$ cat src/rtl/vga_grid_view.sv
// ----------------------------------------------------------------------------
// vga_grid_view
//   VGA raster generator for the Game-of-Life board. It draws a GRID_W x GRID_H
//   board of CELL_PX-square cells (alive = white, dead = black) and outlines the
//   edit cursor cell in red. The board and cursor are captured once per frame,
//   on the last pixel of the frame, so a frame is always drawn from one
//   consistent picture.
//
// Ports
//   clk          in   pixel clock
//   rst          in   synchronous, active-high reset
//   state        in   cell alive bits, cell (x,y) at bit y*GRID_W+x
//   cursor_x     in   cursor column, in cells
//   cursor_y     in   cursor row, in cells
//   r_out        out  red   (COLOR_W bits)
//   g_out        out  green (COLOR_W bits)
//   b_out        out  blue  (COLOR_W bits)
//   hsync        out  horizontal sync, active low
//   vsync        out  vertical sync, active low
//   frame_start  out  one-cycle pulse in the cycle after a new snapshot
//
// Timing: colour and sync for raster position (col,row) reach the pins two
// clocks after the counters hold (col,row).
//
// Build option
//   CURSOR_BLINK_EN : when defined, the cursor outline blinks, changing phase
//                     every BLINK_FRAMES frames. When undefined the outline is
//                     always drawn and no frame counter exists.
// ----------------------------------------------------------------------------
module vga_grid_view #(
    parameter int unsigned H_ACTIVE     = 640,
    parameter int unsigned H_FP         = 16,
    parameter int unsigned H_SYNC       = 96,
    parameter int unsigned H_BP         = 48,
    parameter int unsigned V_ACTIVE     = 480,
    parameter int unsigned V_FP         = 10,
    parameter int unsigned V_SYNC       = 2,
    parameter int unsigned V_BP         = 33,
    parameter int unsigned CELL_PX      = 20,
    parameter int unsigned GRID_W       = 32,
    parameter int unsigned GRID_H       = 24,
    parameter int unsigned COLOR_W      = 4,
    parameter int unsigned BLINK_FRAMES = 15
) (
    input  logic                       clk,
    input  logic                       rst,
    input  logic [GRID_W*GRID_H-1:0]   state,
    input  logic [7:0]                 cursor_x,
    input  logic [7:0]                 cursor_y,
    output logic [COLOR_W-1:0]         r_out,
    output logic [COLOR_W-1:0]         g_out,
    output logic [COLOR_W-1:0]         b_out,
    output logic                       hsync,
    output logic                       vsync,
    output logic                       frame_start
);

    localparam int unsigned H_TOTAL = H_ACTIVE + H_FP + H_SYNC + H_BP;
    localparam int unsigned V_TOTAL = V_ACTIVE + V_FP + V_SYNC + V_BP;
    localparam int unsigned CW      = 16;

    localparam logic [CW-1:0] H_LAST    = CW'(H_TOTAL - 1);
    localparam logic [CW-1:0] V_LAST    = CW'(V_TOTAL - 1);
    localparam logic [CW-1:0] H_ACT     = CW'(H_ACTIVE);
    localparam logic [CW-1:0] V_ACT     = CW'(V_ACTIVE);
    localparam logic [CW-1:0] HS_BEG    = CW'(H_ACTIVE + H_FP);
    localparam logic [CW-1:0] HS_END    = CW'(H_ACTIVE + H_FP + H_SYNC);
    localparam logic [CW-1:0] VS_BEG    = CW'(V_ACTIVE + V_FP);
    localparam logic [CW-1:0] VS_END    = CW'(V_ACTIVE + V_FP + V_SYNC);
    localparam logic [CW-1:0] CELL_LAST = CW'(CELL_PX - 1);
    localparam logic [CW-1:0] GW_C      = CW'(GRID_W);
    localparam logic [CW-1:0] GH_C      = CW'(GRID_H);

    if (CELL_PX < 3 || BLINK_FRAMES < 1) begin : g_param_check
        $error("vga_grid_view: CELL_PX must be >= 3 and BLINK_FRAMES >= 1");
    end

    // ------------------------------------------------------------------
    // Raster counters. sx/sy count pixels inside a cell, cx/cy count cells,
    // so the cell address needs no division.
    // ------------------------------------------------------------------
    logic [CW-1:0] col_q, col_d, row_q, row_d;
    logic [CW-1:0] sx_q, sx_d, sy_q, sy_d;
    logic [CW-1:0] cx_q, cx_d, cy_q, cy_d;

    always_comb begin
        col_d = col_q + 16'd1;
        row_d = row_q;
        sx_d  = sx_q + 16'd1;
        cx_d  = cx_q;
        sy_d  = sy_q;
        cy_d  = cy_q;
        if (sx_q == CELL_LAST) begin
            sx_d = '0;
            cx_d = cx_q + 16'd1;
        end
        if (col_q == H_LAST) begin
            col_d = '0;
            sx_d  = '0;
            cx_d  = '0;
            row_d = row_q + 16'd1;
            sy_d  = sy_q + 16'd1;
            if (sy_q == CELL_LAST) begin
                sy_d = '0;
                cy_d = cy_q + 16'd1;
            end
            if (row_q == V_LAST) begin
                row_d = '0;
                sy_d  = '0;
                cy_d  = '0;
            end
        end
    end

    // ------------------------------------------------------------------
    // Per-frame snapshot, taken on the last pixel of the frame.
    // ------------------------------------------------------------------
    logic                     snap_evt;
    logic [GRID_W*GRID_H-1:0] snap_state_q, snap_state_d;
    logic [7:0]               snap_cx_q, snap_cx_d;
    logic [7:0]               snap_cy_q, snap_cy_d;
    logic                     frame_start_q, frame_start_d;

    always_comb begin
        snap_evt      = (col_q == H_LAST) && (row_q == V_LAST);
        snap_state_d  = snap_state_q;
        snap_cx_d     = snap_cx_q;
        snap_cy_d     = snap_cy_q;
        frame_start_d = snap_evt;
        if (snap_evt) begin
            snap_state_d = state;
            snap_cx_d    = cursor_x;
            snap_cy_d    = cursor_y;
        end
    end

    // ------------------------------------------------------------------
    // Cursor blink phase. The phase changes on the snapshot edge, so the new
    // phase already applies to the first pixel of the frame it belongs to.
    // ------------------------------------------------------------------
    logic cursor_on;

`ifdef CURSOR_BLINK_EN
    localparam int unsigned   BW         = $clog2(BLINK_FRAMES + 1);
    localparam logic [BW-1:0] BLINK_LAST = BW'(BLINK_FRAMES - 1);

    logic          blink_q, blink_d;
    logic [BW-1:0] bcnt_q, bcnt_d;

    always_comb begin
        blink_d = blink_q;
        bcnt_d  = bcnt_q;
        if (snap_evt) begin
            if (bcnt_q == BLINK_LAST) begin
                bcnt_d  = '0;
                blink_d = ~blink_q;
            end else begin
                bcnt_d = bcnt_q + 1'b1;
            end
        end
    end

    always_ff @(posedge clk) begin
        if (rst) begin
            blink_q <= 1'b1;
            bcnt_q  <= '0;
        end else begin
            blink_q <= blink_d;
            bcnt_q  <= bcnt_d;
        end
    end

    assign cursor_on = blink_q;
`else
    assign cursor_on = 1'b1;
`endif

    // ------------------------------------------------------------------
    // Stage 1: visibility, cursor outline, alive bit, sync.
    // ------------------------------------------------------------------
    logic [GRID_W-1:0] row_bits;
    logic              alive;
    logic              active, in_grid, on_cursor, cell_edge;
    logic              s1_vis_q,   s1_vis_d;
    logic              s1_cur_q,   s1_cur_d;
    logic              s1_alive_q, s1_alive_d;
    logic              s1_hs_q,    s1_hs_d;
    logic              s1_vs_q,    s1_vs_d;

    // Alive bit is picked by a row mux then a column mux, keyed by the cell
    // counters; no address arithmetic on the pixel path.
    always_comb begin
        row_bits = '0;
        for (int unsigned y = 0; y < GRID_H; y++) begin
            if (cy_q == CW'(y)) row_bits = snap_state_q[y*GRID_W +: GRID_W];
        end
        alive = 1'b0;
        for (int unsigned x = 0; x < GRID_W; x++) begin
            if (cx_q == CW'(x)) alive = row_bits[x];
        end
    end

    always_comb begin
        active     = (col_q < H_ACT) && (row_q < V_ACT);
        // Cells beyond the active area are clipped by the active term.
        in_grid    = active && (cx_q < GW_C) && (cy_q < GH_C);
        // An off-board cursor never matches an in-grid cell, so it vanishes.
        on_cursor  = (cx_q == {8'h00, snap_cx_q}) && (cy_q == {8'h00, snap_cy_q});
        cell_edge  = (sx_q == '0) || (sx_q == CELL_LAST) ||
                     (sy_q == '0) || (sy_q == CELL_LAST);
        s1_vis_d   = in_grid;
        s1_cur_d   = in_grid && on_cursor && cell_edge && cursor_on;
        s1_alive_d = alive;
        s1_hs_d    = !((col_q >= HS_BEG) && (col_q < HS_END));
        s1_vs_d    = !((row_q >= VS_BEG) && (row_q < VS_END));
    end

    // ------------------------------------------------------------------
    // Stage 2: colour select.
    // ------------------------------------------------------------------
    logic [COLOR_W-1:0] r_q, r_d, g_q, g_d, b_q, b_d;
    logic               hs_q, vs_q;

    always_comb begin
        r_d = '0;
        g_d = '0;
        b_d = '0;
        if (s1_cur_q) begin
            r_d = '1;
        end else if (s1_vis_q && s1_alive_q) begin
            r_d = '1;
            g_d = '1;
            b_d = '1;
        end
    end

    always_ff @(posedge clk) begin
        if (rst) begin
            col_q         <= '0;
            row_q         <= '0;
            sx_q          <= '0;
            sy_q          <= '0;
            cx_q          <= '0;
            cy_q          <= '0;
            snap_state_q  <= '0;
            snap_cx_q     <= '0;
            snap_cy_q     <= '0;
            frame_start_q <= 1'b0;
            s1_vis_q      <= 1'b0;
            s1_cur_q      <= 1'b0;
            s1_alive_q    <= 1'b0;
            s1_hs_q       <= 1'b1;
            s1_vs_q       <= 1'b1;
            r_q           <= '0;
            g_q           <= '0;
            b_q           <= '0;
            hs_q          <= 1'b1;
            vs_q          <= 1'b1;
        end else begin
            col_q         <= col_d;
            row_q         <= row_d;
            sx_q          <= sx_d;
            sy_q          <= sy_d;
            cx_q          <= cx_d;
            cy_q          <= cy_d;
            snap_state_q  <= snap_state_d;
            snap_cx_q     <= snap_cx_d;
            snap_cy_q     <= snap_cy_d;
            frame_start_q <= frame_start_d;
            s1_vis_q      <= s1_vis_d;
            s1_cur_q      <= s1_cur_d;
            s1_alive_q    <= s1_alive_d;
            s1_hs_q       <= s1_hs_d;
            s1_vs_q       <= s1_vs_d;
            r_q           <= r_d;
            g_q           <= g_d;
            b_q           <= b_d;
            hs_q          <= s1_hs_q;
            vs_q          <= s1_vs_q;
        end
    end

    assign r_out       = r_q;
    assign g_out       = g_q;
    assign b_out       = b_q;
    assign hsync       = hs_q;
    assign vsync       = vs_q;
    assign frame_start = frame_start_q;

endmodule
$ cat config.mk
export PLATFORM = sky130hd
export DESIGN_NAME = vga_grid_view
export DESIGN_NICKNAME = d
export VERILOG_FILES = /design/src/rtl/vga_grid_view.sv
export SDC_FILE = /design/constraint.sdc
export NUM_CORES = 1
export LEC_CHECK = 0
export CAP_MARGIN = 20
export CORE_AREA = 3 3 313 315
export CTS_BUF_LIST = sky130_fd_sc_hd__clkbuf_4
export CTS_CLUSTER_SIZE = 12
export DETAILED_ROUTE_END_ITERATION = 8
export DIE_AREA = 0 0 316 318
export SYNTH_ARGS = -nofsm -noshare
export SYNTH_HDL_FRONTEND = slang
export SYNTH_SLANG_ARGS = --single-unit
$ cat constraint.sdc
create_clock -name clk -period 5.4 [get_ports clk]
set_input_delay 0.54 -clock clk [delete_from_list [all_inputs] [get_ports clk]]
set_output_delay 0.54 -clock clk [all_outputs]
set_load 0.005 [all_outputs]
==> impl_metrics.json <==
{
  "total_leakage_power_uw": 0.0219,
  "io_buffers": 800,
  "hp-start": "state[257]",
  "synth_top_family_by_area": "compound AO/OA/AOI/OAI gates",
  "ant_nets": 0,
  "synth_edf_count": 0,
  "cts.htree.levels": 4,
  "place_area_sq_mm": 0.0460,
  "power.density_mw_per_mm2": 246,
  "setup.worst_path.class": "reg -> reg",
  "finalSetupViolCount": 0,
  "status": "completed",
  "nFillCells": 8141,
  "synth-main-ff-cell": "dfxtp_1",
  "fin_crit_sh_pct": 96.7,
  "utilization_pct": 59.0,
  "vdd_ir_drop_max_mv": 0.152,
  "area_delta_synth_final_pct": 56.2,
  "post_cts.repair.setup_buffers": 0,
  "grt_pass1_wl_um": 280000,
  "critical_path.max_fanout": 17,
  "cts_num_sinks": 890,
  "syn_inst": 3691,
  "numCtsBuffers": 228,
  "grt_max_degree": 147,
  "die-area_sq_mm": 0.100,
  "path_clk_slew_ns": 0.07,
  "fmax_ghz": 0.191,
  "cp-end-kind": "flip-flop",
  "crit_required_ns": 6.46,
  "fin_tns_setup_ns": 0,
  "routed_wl_um": 200000,
  "synthDistinctLibCells": 81,
  "yosys_warnings": 0,
  "synth_compound_area_share_pct": 31.5,
  "rr_startpoint": "cy_q[5]",
  "rows": 113,
  "vias_per_cell": 5.99,
  "cp-start-kind": "flip-flop",
  "hp-class": "in -> reg",
  "finClkSkew_ns": 0.0923,
  "synth_nets": 4493,
  "coreArea_sq_mm": 0.0952,
  "synth-xor-area-share_pct": 2.24,
  "tightest_slew_ns": 1.21,
  "hold_viol_final": 0,
  "rsz0062_at_grt": "no",
  "die-width_um": 316,
  "cp_data_arrival_time_ns": 6.28,
  "drive_above_1_share_pct": 10.8,
  "track_usage_pct": 38.1,
  "cp-startpoint": "cy_q[5]",
  "grt_pass1_vias": 39572,
  "syn_avg_cell_area_sq_um": 9.74,
  "clockBufferDepth": 3,
  "clockRootBuffer": "clkbuf_4",
  "gp_congestion": 1.07,
  "synthTopCellsByArea": "dfxtp_1 50%, a22o_1 19%, clkbuf_1 2.9%, nor2_1 2.6%, nand2_1 2.4%",
  "final-seq-area_sq_mm": 0.0178,
  "ys_async_sr_fraction_pct": 0,
  "cts_resized": 0,
  "drv_slew": 0,
  "drt_iter0_drc": 5234,
  "synth-simple-area-share_pct": 12.2,
  "final_area_sq_mm": 0.0562,
  "ys_ff_latch": 890,
  "synth-seq-area-share_pct": 49.6,
  "antenna_found_initial": 38,
  "pre_cts_slack_ns": 0.348,
  "dp_hpwl_um": 149000,
  "grt-ovfl-total": 0,
  "yosysTopAreaCell": "dfxtp_1",
  "die_y_um": 318,
  "synth_area_sq_mm": 0.0360,
  "synth.top_cell.area_share_pct": 49.6,
  "setup_ws_ns": 0.176,
  "wl_per_cell_um": 29.5,
  "multi_input_area_sq_mm": 0.0168,
  "start_util_pct": 37.8,
  "nNetsFinal": 6113,
  "min_period_ns": 5.22,
  "relSlewSlack_pct": 16.9,
  "vias": 40619,
  "muxShareOfSynthArea_pct": 0.139,
  "cap_violations": 0,
  "cts_tree": "yes",
  "synth_fa_ha_area_share_pct": 0.557,
  "num_io_pins": 801,
  "dr.pass1.iters": 5,
  "clock_latency_ns": 1.22,
  "drc": 0
}
synth_stat cells (6+ instances only):
library cell / instances
ha_1: 16
nand2_1: 231
nand4_1: 46
o211ai_1: 24
a211oi_1: 18
a22oi_1: 28
a221oi_1: 54
clkbuf_1: 275
a22o_1: 783
buf_1: 18
nor3_1: 89
or4_1: 9
and3_1: 39
a222oi_1: 11
o221ai_1: 29
a311oi_1: 6
a211o_1: 6
dfxtp_1: 890
buf_2: 9
nand2b_1: 14
xor2_1: 64
nor4_1: 26
or2_2: 7
a221o_1: 25
nand3_1: 100
o22ai_1: 41
a31oi_1: 19
a32oi_1: 12
and2_1: 9
o22a_1: 7
nor2b_1: 14
nor2_1: 245
o2111ai_1: 18
a2111oi_0: 10
o21ai_0: 158
buf_4: 12
a21oi_1: 137
xnor2_1: 28
o31ai_1: 14
inv_1: 31
or3_1: 27
repair_timing:
item | in CTS | in global routing
setup endpoints to repair | 0 | 1
hold endpoints to repair | 721 | 0
hold buffers | 721 | 0
cells by family (layout without fill, tap and decap cells):
logic type | count (synthesis) | count (layout)
muxes | 5 | 5
DFF | 890 | 890
xor gates and xnor gates | 92 | 92
other | 0 | 49
adders and majority gates | 16 | 16
buffers and inverters | 350 | 2125
AOI/OAI and AO/OA | 1440 | 1440
and+or+nand+nor | 898 | 898
final timing paths:
check,end,slack [ns],cells past startpoint
worst min register to register,vsync,0.41,1
worst min-delay path,snap_state_q[257],0.05,3
worst max-delay path,s1_alive_q,0.18,15
worst max register to register,s1_alive_q,0.18,15
final cells by class:
class / instances / area share [%]
Antenna cell: 49 / 0.218
Clock buffer: 339 / 4.53
Clock inverter: 46 / 0.604
Inverter: 32 / 0.214
Multi-Input combinational cell: 2451 / 29.9
Sequential cell: 890 / 31.7
Tap cell: 1265 / 2.82
Timing Repair Buffer: 1708 / 30.0
where the power goes:
part,switching (uW),internal [uW]
registers,4.85,6570
logic,415,865
clock network,2920,3040
total,3340,10500
per-stage QoR:
step / hold slack (ns) / total power (uW) / instances
2_1_floorplan: 0.389 / 6820 / 3691
3_3_place_gp: 0.417 / 7530 / 5625
3_5_place_dp: 0.422 / 7520 / 5625
4_1_cts: 0.000000333 / 13900 / 6731
5_1_grt: -0.0287 / 14300 / 6769
6_report: 0.0523 / 13800 / 6780
worst max-delay path, cell delays in order, from the launching register on:
cell and delay, ns:
dfxtp_1 0.39, nor3_2 0.55, nand4_1 0.62, nor2_1 0.41, nand2_1 0.53, buf_4 0.41
buf_4 0.18, o21ai_0 0.20, a211o_1 0.36, nor3_1 0.13, o21ai_0 0.11, o21ai_0 0.31
a221oi_1 0.40, o221ai_1 0.16, o2111ai_1 0.18, a211oi_1 0.12
cells in the final DEF, fill, tap and decap left out, drive strengths merged, types with 14 or more instances in the layout:
cell / synthesis / final
nand3: 102 / 102
ha: 16 / 16
o22ai: 41 / 41
nor2b: 14 / 14
o21ai: 163 / 163
inv: 31 / 39
or3: 27 / 27
nand2: 231 / 231
a211oi: 19 / 19
nand4: 46 / 46
nor4: 32 / 32
a221oi: 55 / 55
xnor2: 28 / 28
a21oi: 137 / 137
a22o: 783 / 783
nand2b: 14 / 14
nor2: 249 / 249
o31ai: 14 / 14
diode: 0 / 49
a221o: 25 / 25
clkinv: 1 / 33
and2: 14 / 14
a31oi: 19 / 19
clkdlybuf4s50: 0 / 800
o221ai: 29 / 29
nor3: 93 / 93
dlygate4sd3: 0 / 721
clkbuf: 275 / 339
and3: 39 / 39
o211ai: 24 / 24
dfxtp: 890 / 890
xor2: 64 / 64
buf: 43 / 187
a22oi: 28 / 28
o2111ai: 18 / 18
per-layer routing:
metal	track usage, %	vias up	wire (um)
met5	0	-	40
met4	19.8	2	11200
met3	8.08	535	19400
met2	58.9	2596	89400
met1	49.8	19846	79900
li1	-	17640	-
flip-flops by register name, summed over array words and instances (netlist names), 8 cells and up:
register	flops
cx_q	16
snap_cx_q	8
snap_state_q	768
snap_cy_q	8
sx_q	16
row_q	16
cy_q	16
col_q	16
sy_q	16
Note: power is estimated with default switching activity, not from simulation.
